`config.mk`:
```
export PLATFORM = sky130hd
export DESIGN_NAME = risc16_run_ctrl
export DESIGN_NICKNAME = d
export VERILOG_FILES = /design/src/rtl/risc16_run_ctrl.sv
export SDC_FILE = /design/constraint.sdc
export NUM_CORES = 1
export LEC_CHECK = 0
export CAP_MARGIN = 20
export CORE_UTILIZATION = 42
export DETAILED_ROUTE_END_ITERATION = 10
export PLACE_DENSITY = 0.87
export SLEW_MARGIN = 15
export SYNTH_ARGS = -nofsm -noshare
export SYNTH_HDL_FRONTEND = slang
export SYNTH_SLANG_ARGS = --single-unit
```
`constraint.sdc`:
```
create_clock -name clk -period 4 [get_ports clk]
set_input_delay 0.8 -clock clk [delete_from_list [all_inputs] [get_ports clk]]
set_output_delay 0.8 -clock clk [all_outputs]
set_load 0.05 [all_outputs]
```
`src/rtl/risc16_run_ctrl.sv`:
```
// Run/halt/step sequencer gating the Risc16 datapath clock-enable.
// Optional retired-instruction counter enabled by defining RUN_CTRL_ICOUNT_EN.
module risc16_run_ctrl #(
   parameter int PC_W      = 16,
   parameter int CNT_W     = 8,
   parameter bit START_RUN = 1'b0
) (
   input  logic            clk,
   input  logic            rst_n,
   input  logic            cmd_valid,
   output logic            cmd_ready,
   input  logic [1:0]      cmd_op,
   input  logic [15:0]     cmd_data,
   input  logic            bp_en,
   input  logic [PC_W-1:0] bp_addr,
   input  logic [PC_W-1:0] pc_current,
   output logic            cpu_en,
   output logic            pc_load,
   output logic [PC_W-1:0] pc_load_val,
   output logic            halted,
   output logic [1:0]      halt_cause,
   output logic            cmd_err,
   output logic [31:0]     icount
);

   typedef enum logic [1:0] {
      S_HALTED = 2'd0,
      S_RUN    = 2'd1,
      S_STEP   = 2'd2,
      S_LOADPC = 2'd3
   } state_t;

   typedef enum logic [1:0] {
      C_RESET = 2'd0,
      C_HALT  = 2'd1,
      C_BP    = 2'd2,
      C_STEP  = 2'd3
   } cause_t;

   localparam logic [1:0] OP_HALT  = 2'd0;
   localparam logic [1:0] OP_RUN   = 2'd1;
   localparam logic [1:0] OP_STEP  = 2'd2;
   localparam logic [1:0] OP_SETPC = 2'd3;

   state_t           state;
   cause_t           cause_q;
   logic             bp_skip;
   logic [CNT_W-1:0] step_cnt;

   logic             cmd_acc;
   logic             halt_acc;
   logic             bp_hit;
   logic [CNT_W-1:0] step_req;

   assign cmd_ready = (state == S_HALTED) || (state == S_RUN);
   assign cmd_acc   = cmd_valid && cmd_ready;
   assign halt_acc  = cmd_acc && (cmd_op == OP_HALT);
   assign bp_hit    = (state == S_RUN) && bp_en && (pc_current == bp_addr) && !bp_skip;
   assign step_req  = (cmd_data[CNT_W-1:0] == '0) ? CNT_W'(1) : cmd_data[CNT_W-1:0];

   // cpu_en is decoded from the registered state so a stop request or a
   // breakpoint suppresses the instruction at pc_current in the same cycle.
   assign cpu_en     = (state == S_STEP) || ((state == S_RUN) && !bp_hit && !halt_acc);
   assign pc_load    = (state == S_LOADPC);
   assign halted     = (state == S_HALTED);
   assign halt_cause = cause_q;

   // NOTE: sequential state uses non-blocking assignments only, so every
   // branch below reads the pre-edge values of state, step_cnt and bp_skip.
   always_ff @(posedge clk or negedge rst_n) begin
      if (!rst_n) begin
         state       <= START_RUN ? S_RUN : S_HALTED;
         cause_q     <= C_RESET;
         bp_skip     <= 1'b0;
         step_cnt    <= '0;
         pc_load_val <= '0;
         cmd_err     <= 1'b0;
      end else begin
         cmd_err <= cmd_acc && (state == S_RUN) && (cmd_op != OP_HALT);
         case (state)
            S_HALTED: begin
               if (cmd_acc) begin
                  case (cmd_op)
                     OP_RUN: begin
                        state   <= S_RUN;
                        bp_skip <= 1'b1;
                     end
                     OP_STEP: begin
                        state    <= S_STEP;
                        step_cnt <= step_req;
                     end
                     OP_SETPC: begin
                        state       <= S_LOADPC;
                        pc_load_val <= cmd_data[PC_W-1:0];
                     end
                     default: ;
                  endcase
               end
            end
            S_RUN: begin
               bp_skip <= 1'b0;
               if (bp_hit) begin
                  state   <= S_HALTED;
                  cause_q <= C_BP;
               end else if (halt_acc) begin
                  state   <= S_HALTED;
                  cause_q <= C_HALT;
               end
            end
            S_STEP: begin
               // The counter parks at 1 on the final step instead of wrapping.
               if (step_cnt <= CNT_W'(1)) begin
                  state   <= S_HALTED;
                  cause_q <= C_STEP;
               end else begin
                  step_cnt <= step_cnt - CNT_W'(1);
               end
            end
            S_LOADPC: begin
               state <= S_HALTED;
            end
            default: state <= S_HALTED;
         endcase
      end
   end

`ifdef RUN_CTRL_ICOUNT_EN
   logic [31:0] icount_q;

   always_ff @(posedge clk or negedge rst_n) begin
      if (!rst_n) begin
         icount_q <= '0;
      end else if (pc_load) begin
         icount_q <= '0;
      end else if (cpu_en && (icount_q != 32'hFFFF_FFFF)) begin
         icount_q <= icount_q + 32'd1;
      end
   end

   assign icount = icount_q;
`else
   assign icount = 32'd0;
`endif

endmodule

```
==> results.cfg, run 1 <==
[status]
status = finished, final reports clean

[grt]
grt_pass1_wl_um = 7230
antenna_found_initial = 0
grt_max_degree = 31
track_usage_pct = 18.4
grt_pass1_vias = 1559
grt_overflow_total = 0

[clock_tree]
numCtsBuffers = 5
insertion_delay_ns = 0.29
cts_setup_buffers = 0
cts.path.max_buffers = 2
cts-hold-fix-buffers = 0
path_clk_slew_ns = 0.06
cts-root-buf = clkbuf_8
clkSinkCount = 30
post_cts_resize_count = 0
cts_tree = yes
htree_levels = 2

[worst_setup_path]
critPathLaunchType = primary input
path_max_fanout = 3
r2r_slack_ns = 1.94
rr_startpoint = step_cnt[0]
r2r_cells = 7
crit_type = primary input to primary output
critPathMaxStageDelay_ns = 0.41
critPathMostFrequentCell = nor4_1
rr_endpoint = step_cnt[0]
crit_buf_inv = 2
cp.required_ns = 3.20
cp.arrival_ns = 2.56
critPathSlowestCell = clkdlybuf4s50_1
crit_chain = clkdlybuf4s50_1 -> xor2_1 -> nor4_1 -> nand4_1 -> nor4_1 -> o21ai_0 -> buf_4
end_kind = primary output
cp_top_family = simple AND/OR/NAND/NOR gates

[synthesis]
synth_largest_area_cell = dfrtp_1
synth_area_um2 = 1950
synth_seq_cells = 30
synth.top_cell.area_share_pct = 38.6
synth_cells = 195
syn_area_per_cell_um2 = 9.98
synth_cell_types = 46
ys_async_sr_fraction_pct = 100
synth.area.top_cells = dfrtp_1 39%, buf_4 12%, mux2_4 7.7%
synth_edf_count = 0
yosys_warnings = 0
ys.flop_type = dfrtp_1
yosysSeqAreaShare_pct = 38.6

[sta]
maxSlewHeadroom_pct = 43.4
finalSetupTns_ns = 0
rsz0062_at_grt = false
fmax_mhz = 297
period_needed_ns = 3.36
period_share_pct = 84.1
hold_ws_ns = 0.506
final_max_slew_viol_count = 0
clock_skew_ns = 0.00962
tightest_slew_ns = 0.848
setup_violations = 0
hold_viol_final = 0

[placed_design]
place_congestion = 0.815
dpl_cell_area_um2 = 2610
port_buffers = 76
dp_hpwl_um = 3330

[routing]
wire_per_inst_um = 13.2
via_per_inst = 4.99
postRouteAntennaNets = 0
top_layer_used = met4
dr_wl_met3_um = 183
first_pass_iters = 4
dr_total_vias = 1627
wl_met2_um = 2140
routed_wl_um = 4300
drt_iter0_drc = 103
drc = 0
m1WireLength_um = 1830

[power_and_ir_drop]
powerDensity_nw_per_um2 = 736
leakagePower_nw = 1.18
peakVddDrop_uv = 360

[layout]
drive_gt1_share_pct = 10.9
post-route-cell-area_um2 = 2700
nFillCells = 393
final_nets = 329
areaGrowthSynthToFinish_pct = 39.0
antenna_cells = 0

[floorplanning]
fp.coreArea_um2 = 4410
io-pin-count = 109
die_area_um2 = 4910
dieHeight_um = 70.1
die_w_um = 70.1
rows = 24
initial_core_util_pct = 44.1

[flow_run]
maxCapViolCount = 0

[hold_path]
whs_endpoint = pc_load_val[12]
hp-start = pc_load_val[12]
min_path_type = flop to flop
hold-path-cell-count = 1
-- report_power, final --
part	internal (mW)	total [mW]	switching, mW
Clock	0.138	0.257	0.119
Combinational	0.439	1.18	0.736
Sequential	0.447	0.559	0.112
-- worst register-to-register path: stages (launching register included) --
cell and delay [ns]:
dfrtp_1 0.39, inv_1 0.08, ha_1 0.24, or2_2 0.32
a31o_2 0.22, a21oi_1 0.46, nand3_1 0.13, o311ai_0 0.13
-- through the flow --
| stage | utilization, % | setup WS, ns | std cells | power [mW] |
|---|---|---|---|---|
| 2_1_floorplan | - | 0.921 | 226 | 1.40 |
| 3_3_place_gp | 59.1 | 0.717 | 318 | 1.71 |
| 3_5_place_dp | 59.1 | 0.663 | 318 | 1.73 |
| 4_1_cts | 61.3 | 0.661 | 326 | 2.00 |
| 5_1_grt | 61.3 | 0.303 | 326 | 2.10 |
| 6_report | 61.3 | 0.638 | 326 | 1.99 |
-- registers in the layout, indices dropped and copies added (netlist names) --
name and cells:
pc_load_val 16, step_cnt 8, halt_cause 2, state 2
bp_skip 1, cmd_err 1
-- cell families after synthesis --
| family | synth area share (%) |
|---|---|
| xor gates and xnor gates | 7.20 |
| other | 0.193 |
| adders and majority gates | 1.29 |
| DFF | 38.6 |
| and+or+nand+nor | 15.2 |
| muxes | 11.2 |
| AOI/OAI and AO/OA | 11.0 |
| buffers and inverters | 15.4 |
-- Yosys cell counts, types with 2 or more instances --
master and count:
xor2_1 16, mux2_2 6, nand3_1 2, clkbuf_1 2
nor2_1 14, a21oi_1 13, nand2_1 9, mux2_4 10
nor4_1 8, ha_1 2, o21ai_0 8, nor3b_1 2
nand3b_1 2, o22ai_1 2, buf_4 32, nor3_1 4
dfrtp_1 30, or3_1 2, inv_1 4
-- area by class of cell --
type	count	area (um^2)	share of cell area [%]
Multi-Input combinational cell	155	1010	37.4
Sequential cell	30	751	27.8
Tap cell	52	65.1	2.41
Timing Repair Buffer	77	766	28.3
Clock inverter	2	12.5	0.463
Clock buffer	6	82.6	3.05
Inverter	4	15.0	0.555
-- metal layers --
layer / GRT usage [%] / vias up
met5: 0 / -
met4: 8.89 / 0
met3: 2.31 / 14
met2: 29.7 / 67
met1: 24.3 / 764
li1: - / 782
-- cells in the final DEF, fill, tap and decap left out, types with 8 or more instances in the layout --
| cell | n |
|---|---|
| clkdlybuf4s50_1 | 75 |
| conb_1 | 32 |
| dfrtp_1 | 30 |
| xor2_1 | 16 |
| nor2_1 | 14 |
| a21oi_1 | 13 |
| mux2_4 | 10 |
| nand2_1 | 9 |
| nor4_1 | 8 |
| o21ai_0 | 8 |
-- how the worst max path moves through the flow --
| stage | depth (start not counted) | end | slack (ns) | startpoint |
|---|---|---|---|---|
| floorplan | 5 | cpu_en | 0.92 | bp_addr[5] |
| global placement | 7 | cpu_en | 0.72 | bp_addr[5] |
| detailed placement | 7 | cpu_en | 0.66 | bp_addr[5] |
| CTS | 7 | cpu_en | 0.66 | bp_addr[5] |
| global route | 7 | cpu_en | 0.30 | bp_addr[5] |
| finish | 7 | cpu_en | 0.64 | bp_addr[5] |
Power figures use the tool's default switching activity.
==> run 2, diff against run 1 <==
CORE_UTILIZATION = 39   (was 42)
PLACE_DENSITY = 0.81   (was 0.87)
clock period = 3.3 ns   (was 4 ns; I/O delays follow)
==> results.cfg, run 2 (synthesized netlist as in run 1, its figures left out) <==
[status]
status = finished, final reports clean

[floorplanning]
die_w_um = 72.6
initial_core_util_pct = 40.9
rows = 25
io-pin-count = 109
die_area_um2 = 5280
dieHeight_um = 72.6
fp.coreArea_um2 = 4750

[grt]
antenna_found_initial = 0
grt_pass1_wl_um = 6890
grt_pass1_vias = 1498
track_usage_pct = 17.0
grt_max_degree = 31
grt_overflow_total = 0

[placed_design]
place_congestion = 0.842
dp_hpwl_um = 3300
port_buffers = 76

[worst_setup_path]
cp.arrival_ns = 2.39
critPathMaxStageDelay_ns = 0.41
critPathMostFrequentCell = nor4_1
path_max_fanout = 2
end_kind = primary output
cp_top_family = simple AND/OR/NAND/NOR gates
startpoint = bp_addr[5]
crit_buf_inv = 2
cp.required_ns = 2.64
r2r_slack_ns = 1.24
crit_chain = clkdlybuf4s50_1 -> xor2_1 -> nor4_1 -> nand4_1 -> nor4_1 -> o21ai_0 -> buf_4
critPathLaunchType = primary input
crit_type = primary input to primary output
rr_startpoint = step_cnt[0]
critPathSlowestCell = clkdlybuf4s50_1

[power_and_ir_drop]
powerDensity_nw_per_um2 = 924
leakagePower_nw = 1.21
peakVddDrop_uv = 483

[sta]
finalSetupTns_ns = 0
rsz0062_at_grt = false
setup_violations = 0
period_share_pct = 92.3
hold_ws_ns = 0.498
maxSlewHeadroom_pct = 39.1
hold_viol_final = 0
tightest_slew_ns = 0.913
clock_skew_ns = 0.00944
fmax_mhz = 328
final_max_slew_viol_count = 0
period_needed_ns = 3.05

[clock_tree]
cts_setup_buffers = 0
htree_levels = 2
path_clk_slew_ns = 0.06
clkSinkCount = 30
cts_tree = yes
cts-root-buf = clkbuf_8
insertion_delay_ns = 0.28
numCtsBuffers = 5
cts.path.max_buffers = 2
cts-hold-fix-buffers = 0
post_cts_resize_count = 0

[routing]
first_pass_iters = 4
wire_per_inst_um = 12.5
drt_iter0_drc = 102
via_per_inst = 4.71
routed_wl_um = 4270
drc = 0
postRouteAntennaNets = 0
dr_total_vias = 1610

[layout]
final_nets = 330
antenna_cells = 0
nFillCells = 419
areaGrowthSynthToFinish_pct = 42.8
largest_reg_flops = 16
layout_commonest_cell = clkdlybuf4s50_1
regMostFlops = pc_load_val
drive_gt1_share_pct = 11.3
final_cell_mix = 75 x clkdlybuf4s50_1, 32 x conb_1, 30 x dfrtp_1
top_regs = pc_load_val (16), step_cnt (8)

[hold_path]
min_path_type = flop to flop
hp-start = halt_cause[0]

[flow_run]
maxCapViolCount = 0
[run 2: cell count changes in the layout (fill, tap and decap cells not counted)]
cell	before	now
bufinv_16	0	2
clkinv_2	1	0
buf_4	2	3
clkinvlp_4	1	0
[run 2: where the power goes]
part           total (mW)  internal (mW)  switching [mW]
combinational        1.42          0.532           0.889
clock               0.462          0.322           0.140
sequential          0.681          0.542           0.139
[run 2: cell type report]
class	count	area [um^2]	share of cell area (%)
Clock buffer	6	82.6	2.97
Clock inverter	2	60.1	2.16
Inverter	4	15.0	0.541
Multi-Input combinational cell	155	1010	36.4
Sequential cell	30	751	27.0
Tap cell	67	83.8	3.02
Timing Repair Buffer	78	773	27.8
[run 2: final timing paths]
check,end,cells past startpoint
worst max-delay path,cpu_en,7
worst min-delay path,halt_cause[0],2
worst max register to register,step_cnt[0],7
worst min register to register,halt_cause[0],2
max in group asynchronous,halt_cause[1],2
min in group asynchronous,pc_load_val[11],2
[run 2: worst min-delay path, delay by kind of cell, from the launching register on]
kind             cells  cell delay (ns)
and+or+nand+nor      2             0.13
DFF                  1             0.34
[run 2: layer usage]
| layer | vias to the layer above | part of all wire (%) | GRT usage (%) |
|---|---|---|---|
| li1 | 776 | - | - |
| met1 | 768 | 44 | 23.1 |
| met2 | 58 | 51 | 27.0 |
| met3 | 8 | 4.2 | 2.35 |
| met4 | 0 | 1.7 | 7.63 |
| met5 | - | 0 | 0 |
[run 2: per-stage QoR]
stage / utilization (%) / area, um^2 / total power, mW / worst slack (ns) / instances
global route: 58.4 / 2780 / 2.71 / 0.0325 / 342
CTS: 58.4 / 2780 / 2.58 / 0.246 / 342
finish: 58.4 / 2780 / 2.57 / 0.254 / 342
global placement: 55.4 / 2640 / 2.08 / 0.416 / 334
floorplan: - / 2060 / 1.70 / 0.501 / 226
detailed placement: 55.4 / 2640 / 2.10 / 0.251 / 334
==> RTL change 1 (flow settings as in run 2) <==
Set the parameter `CNT_W` to 10 (it was 8).
--- a/src/rtl/risc16_run_ctrl.sv
+++ b/src/rtl/risc16_run_ctrl.sv
@@ -3,5 +3,5 @@
 module risc16_run_ctrl #(
    parameter int PC_W      = 16,
-   parameter int CNT_W     = 8,
+   parameter int CNT_W     = 10,
    parameter bit START_RUN = 1'b0
 ) (
Behaviour: not the same (a bounded check fails within 4 cycles, from zero or initial values and one cycle with rst_n low).
==> RTL change 1 against run 2 <==
Cell area rose by 1.8%. Sequential cell count up 2. Routed wire length grew 10%. Critical path depth stayed put. Synthesized area rose by 4.5%. Die area rose by 4.4%. Register-to-register slack lost 0.02 ns. Setup slack gained 0.24 ns. Clock power shrank 34%. First-iteration DRC count fell by 46%. Non-clock buffer count unchanged. Combinational power decreased by 40%. Power is 30% lower.
==> RTL change 1: results (changes against run 2) <==
[metrics] ratio of cells with drive above 1 in the final layout: 11.8% (+0.57 points)
[metrics] # fillers: 463 (+11%)
[metrics] worst-path maximum fanout: 3 (+1)
[metrics] starting DRC count in detailed routing: 55 (-46%)
[metrics] Cell Area, Placed: 2740 µm² (+4.0%)
[metrics] share of the synthesized area in compound gates (AO/OA/AOI/OAI): 13.8% (+2.8 points)
[metrics] clock skew after layout: 0.00833 ns (-0.00112 ns)
[metrics] largest registers in the final layout: pc_load_val (16), step_cnt (10)
[metrics] destination of the worst register-to-register timing path: step_cnt[3]
[metrics] internal power: 990 µW (-29%)
[metrics] critical path arrival: 2.15 ns (-0.24 ns)
[metrics] reg-to-reg critical path startpoint: step_cnt[4]
[metrics] routed vias: 1731 (+7.5%)
[metrics] largest voltage drop on the vdd net: 480 µV (-0.57%)
[metrics] Worst Hold Launch: halt_cause[1]
[metrics] number of nets in the layout: 342 (+3.6%)
[metrics] Fin Hold WS: 0.487 ns (-0.0108 ns)
[metrics] proportion of synthesized chip area in sequential cells: 39.4% (+0.80 points)
[metrics] GRT Util Overall: 18.7% (+1.7 points)
[metrics] pin count of the biggest net entering global routing: 33 (+6.5%)
[metrics] Synth top cells by count: sky130_fd_sc_hd__buf_4 (32), sky130_fd_sc_hd__dfrtp_1 (32), sky130_fd_sc_hd__mux2_2 (16)
[metrics] clock power share: 17.1% (-0.9 points)
[metrics] sequential share of power: 35.8% (+9.2 points)
[metrics] FF-to-FF setup slack: 1.22 ns (-0.02 ns)
[metrics] share of the synthesized netlist area taken by xor and xnor gates: 6.89% (-0.31 points)
[metrics] status: finished, final reports clean
[metrics] r2r worst-path depth: 5 (-2)
[metrics] startpoint of the most critical setup path: bp_addr[4]
[metrics] worst hold path cell count: 1 (-1)
[metrics] max_slew headroom: 41.6% (+2.5 points)
[metrics] Adder-Cell Fraction of Synth Area: 1.23% (-0.055 points)
[metrics] via count of the first global-routing pass: 1806 (+21%)
[metrics] half-perimeter wire length of the detailed placement result: 3.65 mm (+11%)
[metrics] post-synth cell types: 45 (-2.2%)
## RTL change 1: layout make-up
class | instances | area, µm² | area share (%)
clock inverters | 2 | 16.3 | 0.575
inverters | 4 | 15.0 | 0.531
multi-input cells | 165 | 1070 | 37.7
clock buffers | 6 | 72.6 | 2.57
flip-flops and latches | 32 | 801 | 28.3
repair buffers | 78 | 773 | 27.3
well taps | 67 | 83.8 | 2.96
## RTL change 1: through the flow
stage,setup WS [ns],util [%],instances
5_1_grt,0.294,58.0,354
3_5_place_dp,0.472,56.2,346
4_1_cts,0.470,58.0,354
6_report,0.490,58.0,354
2_1_floorplan,0.823,-,238
3_3_place_gp,0.486,56.2,346
## RTL change 1: worst max-delay path: stages
cell and delay [ns]:
sky130_fd_sc_hd__clkdlybuf4s50_1 0.42, sky130_fd_sc_hd__xor2_1 0.17, sky130_fd_sc_hd__nor4_1 0.28, sky130_fd_sc_hd__nand3_1 0.15
sky130_fd_sc_hd__nor2_1 0.20, sky130_fd_sc_hd__a21oi_1 0.06, sky130_fd_sc_hd__buf_4 0.20
## RTL change 1: how the worst max path moves through the flow
stage / to / slack, ns / cells past startpoint
CTS: cpu_en / 0.47 / 7
floorplan: cpu_en / 0.82 / 3
finish: cpu_en / 0.49 / 7
detailed placement: cpu_en / 0.47 / 7
global placement: cpu_en / 0.49 / 7
global route: cpu_en / 0.29 / 7
## RTL change 1: routing by layer
| metal | track usage, % | up-vias | wire [µm] |
|---|---|---|---|
| li1 | - | 824 | - |
| met1 | 21.3 | 826 | 1920 |
| met3 | 6.37 | 9 | 368 |
| met2 | 32.8 | 72 | 2370 |
| met4 | 6.41 | 0 | 65 |
| met5 | 0 | - | 0 |
==> RTL change 2 (config.mk and constraints of run 2) <==
Made on the original files. The 4 states of `state_t` get a one-hot encoding in 4 bits.
--- a/src/rtl/risc16_run_ctrl.sv
+++ b/src/rtl/risc16_run_ctrl.sv
@@ -24,9 +24,9 @@
 );
 
-   typedef enum logic [1:0] {
-      S_HALTED = 2'd0,
-      S_RUN    = 2'd1,
-      S_STEP   = 2'd2,
-      S_LOADPC = 2'd3
+   typedef enum logic [3:0] {
+      S_HALTED = 4'b0001,
+      S_RUN    = 4'b0010,
+      S_STEP   = 4'b0100,
+      S_LOADPC = 4'b1000
    } state_t;
 
Check against the original RTL: no difference found for any inputs over 10 cycles, from zero or initial values and one cycle with rst_n low; not proved beyond that.
==> RTL change 2 against run 2 <==
Routed wire length rose by 1.3%. Synthesized cell count rose by 14%. Via count rose by 6.6%. Maximum frequency fell by 1.3%. Global-route usage rose by 0.66 points. Clock power fell by 31%. Power fell by 16%. Sequential share of layout area rose by 1.9 points. Core utilization fell by 0.41 points. Setup slack got worse by 0.039 ns. Sequential cell count rose by 2. Synthesized area rose by 0.64%. Cell area barely moved. Critical path type is now flop to output port. Highest routed layer unchanged.
==> RTL change 2: results (changes against run 2) <==
[metrics] power dissipated by switching net loads: 1.04 mW (-11%)
[metrics] Mean Syn Cell Area: 8.82 µm² (-12%)
[metrics] Cell Area, Placed: 2680 µm² (+1.8%)
[metrics] inverters: 6 (+2)
[metrics] half-perimeter wire length of the detailed placement result: 3.34 mm (+1.3%)
[metrics] reg-to-reg critical path startpoint: state[3]
[metrics] Max stage delay cell, worst path: sky130_fd_sc_hd__or4b_4
[metrics] destination of the worst register-to-register timing path: state[1]
[metrics] die area: 5310 µm² (+0.62%)
[metrics] relative area of non-clock buffer cells in the final design: 28.7% (+0.82 points)
[metrics] clock skew after layout: 0.00343 ns (-0.00602 ns)
[metrics] biggest area contributors in the synthesized netlist: sky130_fd_sc_hd__dfrtp_1 (40%), sky130_fd_sc_hd__buf_4 (12%), sky130_fd_sc_hd__nand2_1 (11%)
[metrics] LEAKAGE: 1.22 nW (+0.69%)
[metrics] Design Area, Final: 2780 µm² (about the same)
[metrics] final WL: 4.33 mm (+1.3%)
[metrics] starting DRC count in detailed routing: 57 (-44%)
[metrics] largest registers in the final layout: pc_load_val (16), step_cnt (8), state (4)
[metrics] max_slew headroom: 63.7% (+25 points)
[metrics] Worst Hold Launch: pc_load_val[12]
[metrics] global-route wire length before repair: 7.06 mm (+2.4%)
[metrics] status: finished, final reports clean
[metrics] r2r worst-path depth: 6 (-1)
[metrics] multiplexer share of the synthesized area: 0% (-11 points)
[metrics] proportion of synthesized chip area in sequential cells: 41.0% (+2.4 points)
[metrics] worst min-delay path endpoint: pc_load_val[12]
[metrics] longest individual stage delay on the worst path: 0.58 ns (+0.17 ns)
[metrics] number of standard cells in the final layout excluding fillers: 371 (+8.5%)
[metrics] largest voltage drop on the vdd net: 575 µV (+19%)
[metrics] ratio of cells with drive above 1 in the final layout: 7.24% (-4.0 points)
[metrics] weighted congestion at the end of routability-driven global placement: 0.751 (-11%)
[metrics] GRT Util Overall: 17.6% (+0.66 points)
[metrics] FF-to-FF setup slack: 1.14 ns (-0.10 ns)
[metrics] clock power share: 14.6% (-3.4 points)
[metrics] critical path arrival: 2.43 ns (+0.04 ns)
[metrics] relative contribution of combinational cells to total power: 53.6% (-1.8 points)
[metrics] Synth top cells by count: sky130_fd_sc_hd__nand2_1 (57), sky130_fd_sc_hd__buf_4 (32), sky130_fd_sc_hd__dfrtp_1 (31)
[metrics] Clock Network Area Fraction: 3.38% (-1.8 points)
[metrics] post-synth cell types: 40 (-13%)
[metrics] number of clock buffer instances in the layout: 7 (+1)
[metrics] routed vias: 1717 (+6.6%)
[metrics] share of the synthesized area in compound gates (AO/OA/AOI/OAI): 10.9% (-0.070 points)
[metrics] post-placement setup slack: 0.294 ns (+0.0430 ns)
==> RTL change 2: cell count changes in the layout (fill, tap and decap cells not counted), sizes merged, moves of 3 or more <==
cell and change:
xnor2 +13, nand2 +48, nand4 +4, nor2b -3
a22o +3, nor2 -6, buf +3, nor4b +3
nor4 -4, mux2 -16, a21oi -5, or4b +3
o21ai +4, xor2 -13
==> RTL change 2: critical path: cells and delay by family, from the launching register on <==
family                 cells  cell delay, ns
AO/OA/AOI/OAI              1            0.13
flip-flops                 1            0.44
AND/OR/NAND/NOR            4            1.36
buffers and inverters      1            0.21
==> RTL change 2: routing by layer <==
layer | GRT usage [%] | part of all wire, % | vias to the layer above
li1 | - | - | 851
met2 | 30.4 | 48 | 66
met4 | 6.75 | 1.8 | 0
met1 | 20.1 | 43 | 792
met5 | 0 | 0 | -
met3 | 6.08 | 7.2 | 8
